<file path="src/rtl/seg7_scan_capture.sv">
// Readback monitor for the scanned 7-segment bus: settles each digit dwell,
// decodes it back to BCD, assembles frames and reports stable values.
// Optional build macro SEG7_ACTIVE_LOW_EN: treat the pattern as active-low
// (common-anode, 0 = lit) before compare and decode.
module seg7_scan_capture #(
  parameter int unsigned NUM_USE       = 2,
  parameter int unsigned SETTLE        = 2,
  parameter int unsigned STABLE_FRAMES = 2
) (
  input  logic                 clk,
  input  logic                 reset,
  input  logic [6:0]           seg7,
  input  logic [2:0]           seg7_sel,
  input  logic                 err_clr,
  output logic [4*NUM_USE-1:0] digits,
  output logic                 frame_stb,
  output logic [6:0]           value,
  output logic                 value_stb,
  output logic                 pat_err,
  output logic                 sel_err
);

  localparam int unsigned DW     = 4 * NUM_USE;
  localparam int unsigned CW     = 4;
  localparam int unsigned MW     = 3;
  localparam logic [2:0]  POS_HI = 3'd5;
  localparam logic [2:0]  POS_LO = 3'(6 - NUM_USE);

  logic [6:0]    s_q;
  logic [2:0]    p_q, p_prev_q;
  logic [CW-1:0] cnt_q, cnt_d;
  logic          done_q, done_d;
  logic [DW-1:0] dig_q, dig_d;
  logic [NUM_USE-1:0] mask_q, mask_d;
  logic          have_q, have_d;
  logic [MW-1:0] match_q, match_d;
  logic [DW-1:0] digits_d;
  logic          frame_stb_d, value_stb_d, pat_err_d, sel_err_d;
  logic [6:0]    value_d;

  logic [6:0] s_eff;
  logic [3:0] nib;
  logic       bad, changed, capture, in_range, wrap, frame_done, eq, fire;
  logic [2:0] idx;
  logic [3:0] units, tens;

  assign units = dig_q[3:0];

  // Tens digit exists only when at least two positions are scanned
  if (NUM_USE > 1) begin : g_tens
    assign tens = dig_q[7:4];
  end else begin : g_no_tens
    assign tens = 4'd0;
  end

  // Inverse display table on the registered pattern
  always_comb begin
`ifdef SEG7_ACTIVE_LOW_EN
    s_eff = ~s_q;
`else
    s_eff = s_q;
`endif
    bad = 1'b0;
    nib = 4'hE;
    case (s_eff)
      7'b1111110: nib = 4'd0;
      7'b0110000: nib = 4'd1;
      7'b1101101: nib = 4'd2;
      7'b1111001: nib = 4'd3;
      7'b0110011: nib = 4'd4;
      7'b1011011: nib = 4'd5;
      7'b1011111: nib = 4'd6;
      7'b1110000: nib = 4'd7;
      7'b1111111: nib = 4'd8;
      7'b1111011: nib = 4'd9;
      7'b0000001: nib = 4'hF;
      default:    bad = 1'b1;
    endcase
  end

  // Settle tracking, capture into digit registers, frame assembly and stability
  always_comb begin
    changed  = (seg7 != s_q) || (seg7_sel != p_q);
    in_range = (p_q >= POS_LO) && (p_q <= POS_HI);
    idx      = 3'(POS_HI - p_q);
    capture  = (cnt_q == CW'(SETTLE)) && !done_q;
    wrap     = (p_q == POS_HI) && (p_prev_q == POS_LO) && (p_prev_q != p_q);

    cnt_d  = cnt_q;
    done_d = done_q | capture;
    if (changed) begin
      cnt_d  = CW'(1);
      done_d = 1'b0;
    end else if (cnt_q < CW'(SETTLE)) begin
      cnt_d = CW'(cnt_q + CW'(1));
    end

    // A capture on the wrap cycle lands in the new frame's mask
    dig_d  = dig_q;
    mask_d = wrap ? '0 : mask_q;
    if (capture && in_range) begin
      for (int k = 0; k < int'(NUM_USE); k++) begin
        if (idx == 3'(k)) begin
          dig_d[4*k +: 4] = nib;
          mask_d[k]       = 1'b1;
        end
      end
    end

    frame_done  = wrap && (&mask_q);
    eq          = have_q && (dig_q == digits);
    digits_d    = digits;
    have_d      = have_q;
    match_d     = match_q;
    frame_stb_d = frame_done;
    value_stb_d = 1'b0;
    value_d     = value;
    fire        = 1'b0;
    if (frame_done) begin
      digits_d = dig_q;
      have_d   = 1'b1;
      if (eq) begin
        if (match_q < MW'(STABLE_FRAMES)) match_d = MW'(match_q + MW'(1));
      end else begin
        match_d = MW'(1);
      end
      fire = (match_d == MW'(STABLE_FRAMES)) && !(eq && (match_q == MW'(STABLE_FRAMES)));
      if (fire && (tens <= 4'd9) && (units <= 4'd9)) begin
        value_d     = 7'(7'(tens) * 7'd10 + 7'(units));
        value_stb_d = 1'b1;
      end
    end

    pat_err_d = (pat_err && !err_clr) || (capture && in_range && bad);
    sel_err_d = (sel_err && !err_clr) || (capture && !in_range);
  end

  // State and output registers
  always_ff @(posedge clk or negedge reset) begin
    if (!reset) begin
      s_q       <= 7'd0;
      p_q       <= POS_HI;
      p_prev_q  <= POS_HI;
      cnt_q     <= '0;
      done_q    <= 1'b0;
      dig_q     <= '0;
      mask_q    <= '0;
      have_q    <= 1'b0;
      match_q   <= '0;
      digits    <= '0;
      frame_stb <= 1'b0;
      value     <= 7'd0;
      value_stb <= 1'b0;
      pat_err   <= 1'b0;
      sel_err   <= 1'b0;
    end else begin
      s_q       <= seg7;
      p_q       <= seg7_sel;
      p_prev_q  <= p_q;
      cnt_q     <= cnt_d;
      done_q    <= done_d;
      dig_q     <= dig_d;
      mask_q    <= mask_d;
      have_q    <= have_d;
      match_q   <= match_d;
      digits    <= digits_d;
      frame_stb <= frame_stb_d;
      value     <= value_d;
      value_stb <= value_stb_d;
      pat_err   <= pat_err_d;
      sel_err   <= sel_err_d;
    end
  end

endmodule

</file>
<file path="config.mk">
export PLATFORM = sky130hd
export DESIGN_NAME = seg7_scan_capture
export DESIGN_NICKNAME = d
export VERILOG_FILES = /design/src/rtl/seg7_scan_capture.sv
export SDC_FILE = /design/constraint.sdc
export NUM_CORES = 1
export LEC_CHECK = 0
export ABC_AREA = 1
export BUFFER_PORTS_ARGS = -buffer_cell sky130_fd_sc_hd__buf_2
export CORE_MARGIN = 4
export CORE_UTILIZATION = 30
export CTS_CLUSTER_SIZE = 12
export DETAILED_ROUTE_END_ITERATION = 6
export GPL_TIMING_DRIVEN = 0
export PLACE_DENSITY_LB_ADDON = 0.15
export SLEW_MARGIN = 20
export SYNTH_ARGS = -nofsm -noshare
export SYNTH_HDL_FRONTEND = slang
export SYNTH_SLANG_ARGS = --single-unit
export TNS_END_PERCENT = 5
</file>
<file path="constraint.sdc">
create_clock -name clk -period 1.9 [get_ports clk]
set_input_delay 0.19 -clock clk [delete_from_list [all_inputs] [get_ports clk]]
set_output_delay 0.19 -clock clk [all_outputs]
set_load 0.005 [all_outputs]
</file>
# [After elaboration in Yosys (flattened, before gate mapping)]
# Cells that the tools add are included.
[totals] ff_bits=51 elab_cells=92
[op_classes] add_sub_neg=4 multipliers=1 magnitude_cmp=6 eq_ne=21 n_mux=14 n_bitwise=1 reduce_logical=29
[ops] cell="$eq 7x7->1 const B" count=8
[ops] cell="$pmux 4 s11" count=1
[ops] cell="$logic_and 1x1->1" count=15
[ops] cell="$eq 7x6->1 const B" count=2
[ops] cell="$reduce_or 11->1" count=1
[ops] cell="$mux 3" count=3
[ops] cell="$eq 8x8->1" count=1
[ops] cell="$le 4x4->1 const B" count=2
[ops] cell="$mux 4" count=2
[ops] cell="$reduce_and 2->1" count=4
[ops] cell="$add 7x4->7" count=1
[ops] cell="$eq 7x1->1 const B" count=1
[ops] cell="$ne 7x7->1" count=1
[ops] cell="$eq 3x2->1 const B" count=2
[ops] cell="$eq 3x3->1 const B" count=2
[ops] cell="$mul 4x3->6 const B" count=1
[ops] cell="$mux 1" count=6
[ops] cell="$ne 3x3->1" count=2
[ops] cell="$add 4x1->4 const B" count=1
[ops] cell="$eq 4x2->1 const B" count=1
[ops] cell="$logic_not 1->1" count=4
[ops] cell="$lt 4x2->1 const B" count=1
[ops] cell="$mux 2" count=2
[ops] cell="$add 3x1->3 const B" count=1
[ops] cell="other kinds (9)" count=11

# [Depth between registers and ports, before layout]
[logic_depth] word_depth=11 mapped_depth=12 mapped_depth_nobuf=12

# [Least setup slack after synthesis]
# No wires, ideal clock.
[synth_path] kind="reg-to-reg" from="reg dig_q[5]" to="reg value[6]" arrival_ns=1.892 required_ns=1.779 path_slack_ns=-0.113 path_stages_with_launch=9 n_path_buf=0 period_less_slack_ns=2.013 cell_sequence="dfrtp_1 > ha_1 > ha_1 > fa_1 > inv_1 > o21ai_0 > nand2_1 > nor3_1 > nor2_1"
[synth_between] elab_chain_cells=9
[synth_lines] item="start, declared" line="33" rtl="logic [DW-1:0] dig_q, dig_d;"
[synth_lines] item="start signal, assigned" line="162" rtl="dig_q <= dig_d;"
[synth_lines] item="parallel branches: the longest is 9 deep, another holds $add 7x4->7"
[synth_lines] item="end signal, assigned" line="168" rtl="value <= value_d;"
[synth_lines] item="end, declared" line="17" rtl="output logic [6:0] value,"
# Parallel ways; which one is timed is not known. The select of a mux whose other input is x is not followed.
# A chain may end at the register's enable or synchronous reset.

# [Worst setup path in the final report]
[layout_path] from="reg dig_q[7]" to="reg value[6]"
# The elaborated chain is that of the path after synthesis.

==> metrics.cfg <==
[sta]
hold_viol_final=0
min_period_ns=1.88
fmax_mhz=532
fin_ws_ns=0.0204
post-route-period-util=0.989
skew_ns=0.0136
rsz0062_at_grt=true
tightest_slew_ns=0.652
relSlewSlack=0.566
setup_tns_ns=0
slew_viol_final=0
fin_hold_ws_ns=0.0153
setup_viol=0

[setup_path]
regToRegEndpoint=value[6]$_DFFE_PN0P_
critPathCaptureType=register
start_kind=register
required_ns=2.11
worstSetupPathType=reg2reg
critPathMaxFanout=3
r2r_start=dig_q[7]$_DFFE_PN0P_
worstRegToRegCells=8
r2r_slack_ns=0.02
cp.arrival_ns=2.09

[cts]
cts_sinks=51
tritoncts=yes
ctsLongestPathBuffers=2
clock-root-buffer=clkbuf_8
path_clk_slew_ns=0.09
clkLatencyLatePin_ns=0.31
htree_levels=2
cts_made_buffers=5

[routing]
via_per_inst=4.58
wire_per_inst_um=12.2
routed_wl_mm=5.99
drcViolationCount=0
ant_nets=0
initialDrtViolationCount=63
drt_first_pass_iters=4
vias=2255

[yosys]
syn_nets=367
yosys.area.top_type=dfrtp_1
synthCells=340
avgSynthCellArea_um2=8.14
yosysUniqueCellTypes=35
yosys-top-cells-area=dfrtp_1, nand2_1, inv_1, ha_1, nor2_1
synth_top_area_frac=0.425
synth-seq-cells=51
netlist_area_um2=2770
yosysWarnings=0
ys_seq_area_frac=0.463

[grt]
grt_max_degree=52
grt_util_all_layers=0.113
grt_first_pass_wirelength_mm=10.1
antenna_found_initial=0
grt_overflow=0
first_global_vias=2163

[die]
die_y_um=104
start_util=0.313
fp.dieW_um=104
rows=34
dieArea_um2=10800
ioPinCount=32
core-area_um2=8850

[finish]
synthToLayoutAreaGrowth_pct=17.9
final_core_util=0.369
layout_common_cells=nand2_1, dfrtp_1, inv_1
stdcell_count=492
drive_gt1_frac=0.206
finalNetCount=410
final_area_um2=3260
n_antenna_cell=0
final_common_cell=nand2_1

[run]
maxCapViolCount=0

[worst_hold_path]
min-delay-start=seg7[6]
hold_path_depth=1
hold_path.class=in2reg
holdPathEnd=s_eff[6]$_DFF_PN0_

[placed_design]
port_buffers=31
dpl_cell_area_um2=3060
place_congestion=0.846
place_ws_ns=-0.213
hpwl_mm=4.51
placed_cells_incl_taps=479

[power]
leakagePower_nw=1.69
irDropWorstVdd_mv=0.244
p_per_area_nw_per_um2=567
total_power_mw=1.85

[run_status]
outcome=completed

## how the worst max path moves through the flow
stage                     depth (start not counted)  slack [ns]            startpoint              endpoint
final                                             8        0.02  dig_q[7]$_DFFE_PN0P_  value[6]$_DFFE_PN0P_
after global routing                              8        -0.1  dig_q[7]$_DFFE_PN0P_  value[6]$_DFFE_PN0P_
after floorplan                                   8       -0.03  dig_q[7]$_DFFE_PN0P_  value[6]$_DFFE_PN0P_
after detailed placement                          9       -0.21  dig_q[7]$_DFFE_PN0P_  value[6]$_DFFE_PN0P_
after global placement                            8       -0.17  dig_q[7]$_DFFE_PN0P_  value[6]$_DFFE_PN0P_
after CTS                                         8      -0.004  dig_q[7]$_DFFE_PN0P_  value[6]$_DFFE_PN0P_
## sequential cells by signal, summed over array words and instances, names as in the netlist, 2 cells and up
name / count
cnt_q: 4
dig_q: 8
digits: 8
mask_q: 2
match_q: 3
p_prev_q: 3
p_q: 3
s_eff: 7
value: 7
## cells by family after synthesis
logic type,synth area share
AOI/OAI and AO/OA,0.0800
xor gates and xnor gates,0.0380
adders and majority gates,0.0687
buffers and inverters,0.0737
DFF,0.463
and+or+nand+nor,0.277
## cell type report
type	instances	area [um2]
fillers	923	5580
flip-flops and latches	51	1280
repair buffers	36	203
inverters	51	194
clock inverters	1	5.00
plain buffers	2	18.8
multi-input cells	236	1350
well taps	108	135
clock buffers	7	76.3
## report_power, final
part | total [mW] | switching, mW | internal, mW | leakage (nW)
combinational | 0.108 | 0.0683 | 0.0395 | 0.979
clock | 0.624 | 0.364 | 0.260 | 0.0422
sequential | 1.12 | 0.0158 | 1.10 | 0.668
## worst max-delay path, stage by stage, from the launching register on
cell	delay, ns
dfrtp_2	0.45
ha_4	0.25
ha_4	0.15
fa_1	0.54
inv_1	0.05
o21ai_1	0.11
nand2_1	0.07
nor3_2	0.10
nor2_1	0.05
## synth_stat cells
| master | n |
|---|---|
| ha_1 | 12 |
| nor2_8 | 1 |
| a31o_2 | 1 |
| nor4_1 | 1 |
| nand4_1 | 5 |
| nor3_1 | 7 |
| nor3_2 | 1 |
| buf_2 | 1 |
| inv_1 | 41 |
| nand2_2 | 4 |
| o2111ai_1 | 2 |
| o21a_1 | 1 |
| a32oi_1 | 1 |
| o21ai_0 | 19 |
| inv_2 | 10 |
| o21ai_1 | 7 |
| nor2_4 | 1 |
| nor2_1 | 40 |
| nand2_1 | 88 |
| nor2_2 | 2 |
| fa_1 | 2 |
| nand4_4 | 1 |
| xor2_1 | 6 |
| o22ai_1 | 2 |
| a21oi_1 | 4 |
| dfrtp_1 | 47 |
| a21o_1 | 1 |
| nor3b_1 | 2 |
| or2_1 | 1 |
| o21ai_2 | 1 |
| buf_4 | 1 |
| nand3_1 | 14 |
| nand3b_1 | 3 |
| xnor2_1 | 6 |
| dfstp_2 | 4 |
## repair_timing
action,in CTS,in global routing
pin swaps,2,1
gates resized for setup,8,11
setup buffers,2,0
endpoints found under the hold margin,49,0
endpoints found under the setup margin,16,24
hold buffers,3,0
## routing by layer
layer / wire length [um] / global-route usage
met1: 2910 / 0.148
met2: 2860 / 0.188
met3: 177 / 0.0230
met4: 42 / 0.0361
met5: 0 / 0
(Power assumes the default switching activity.)
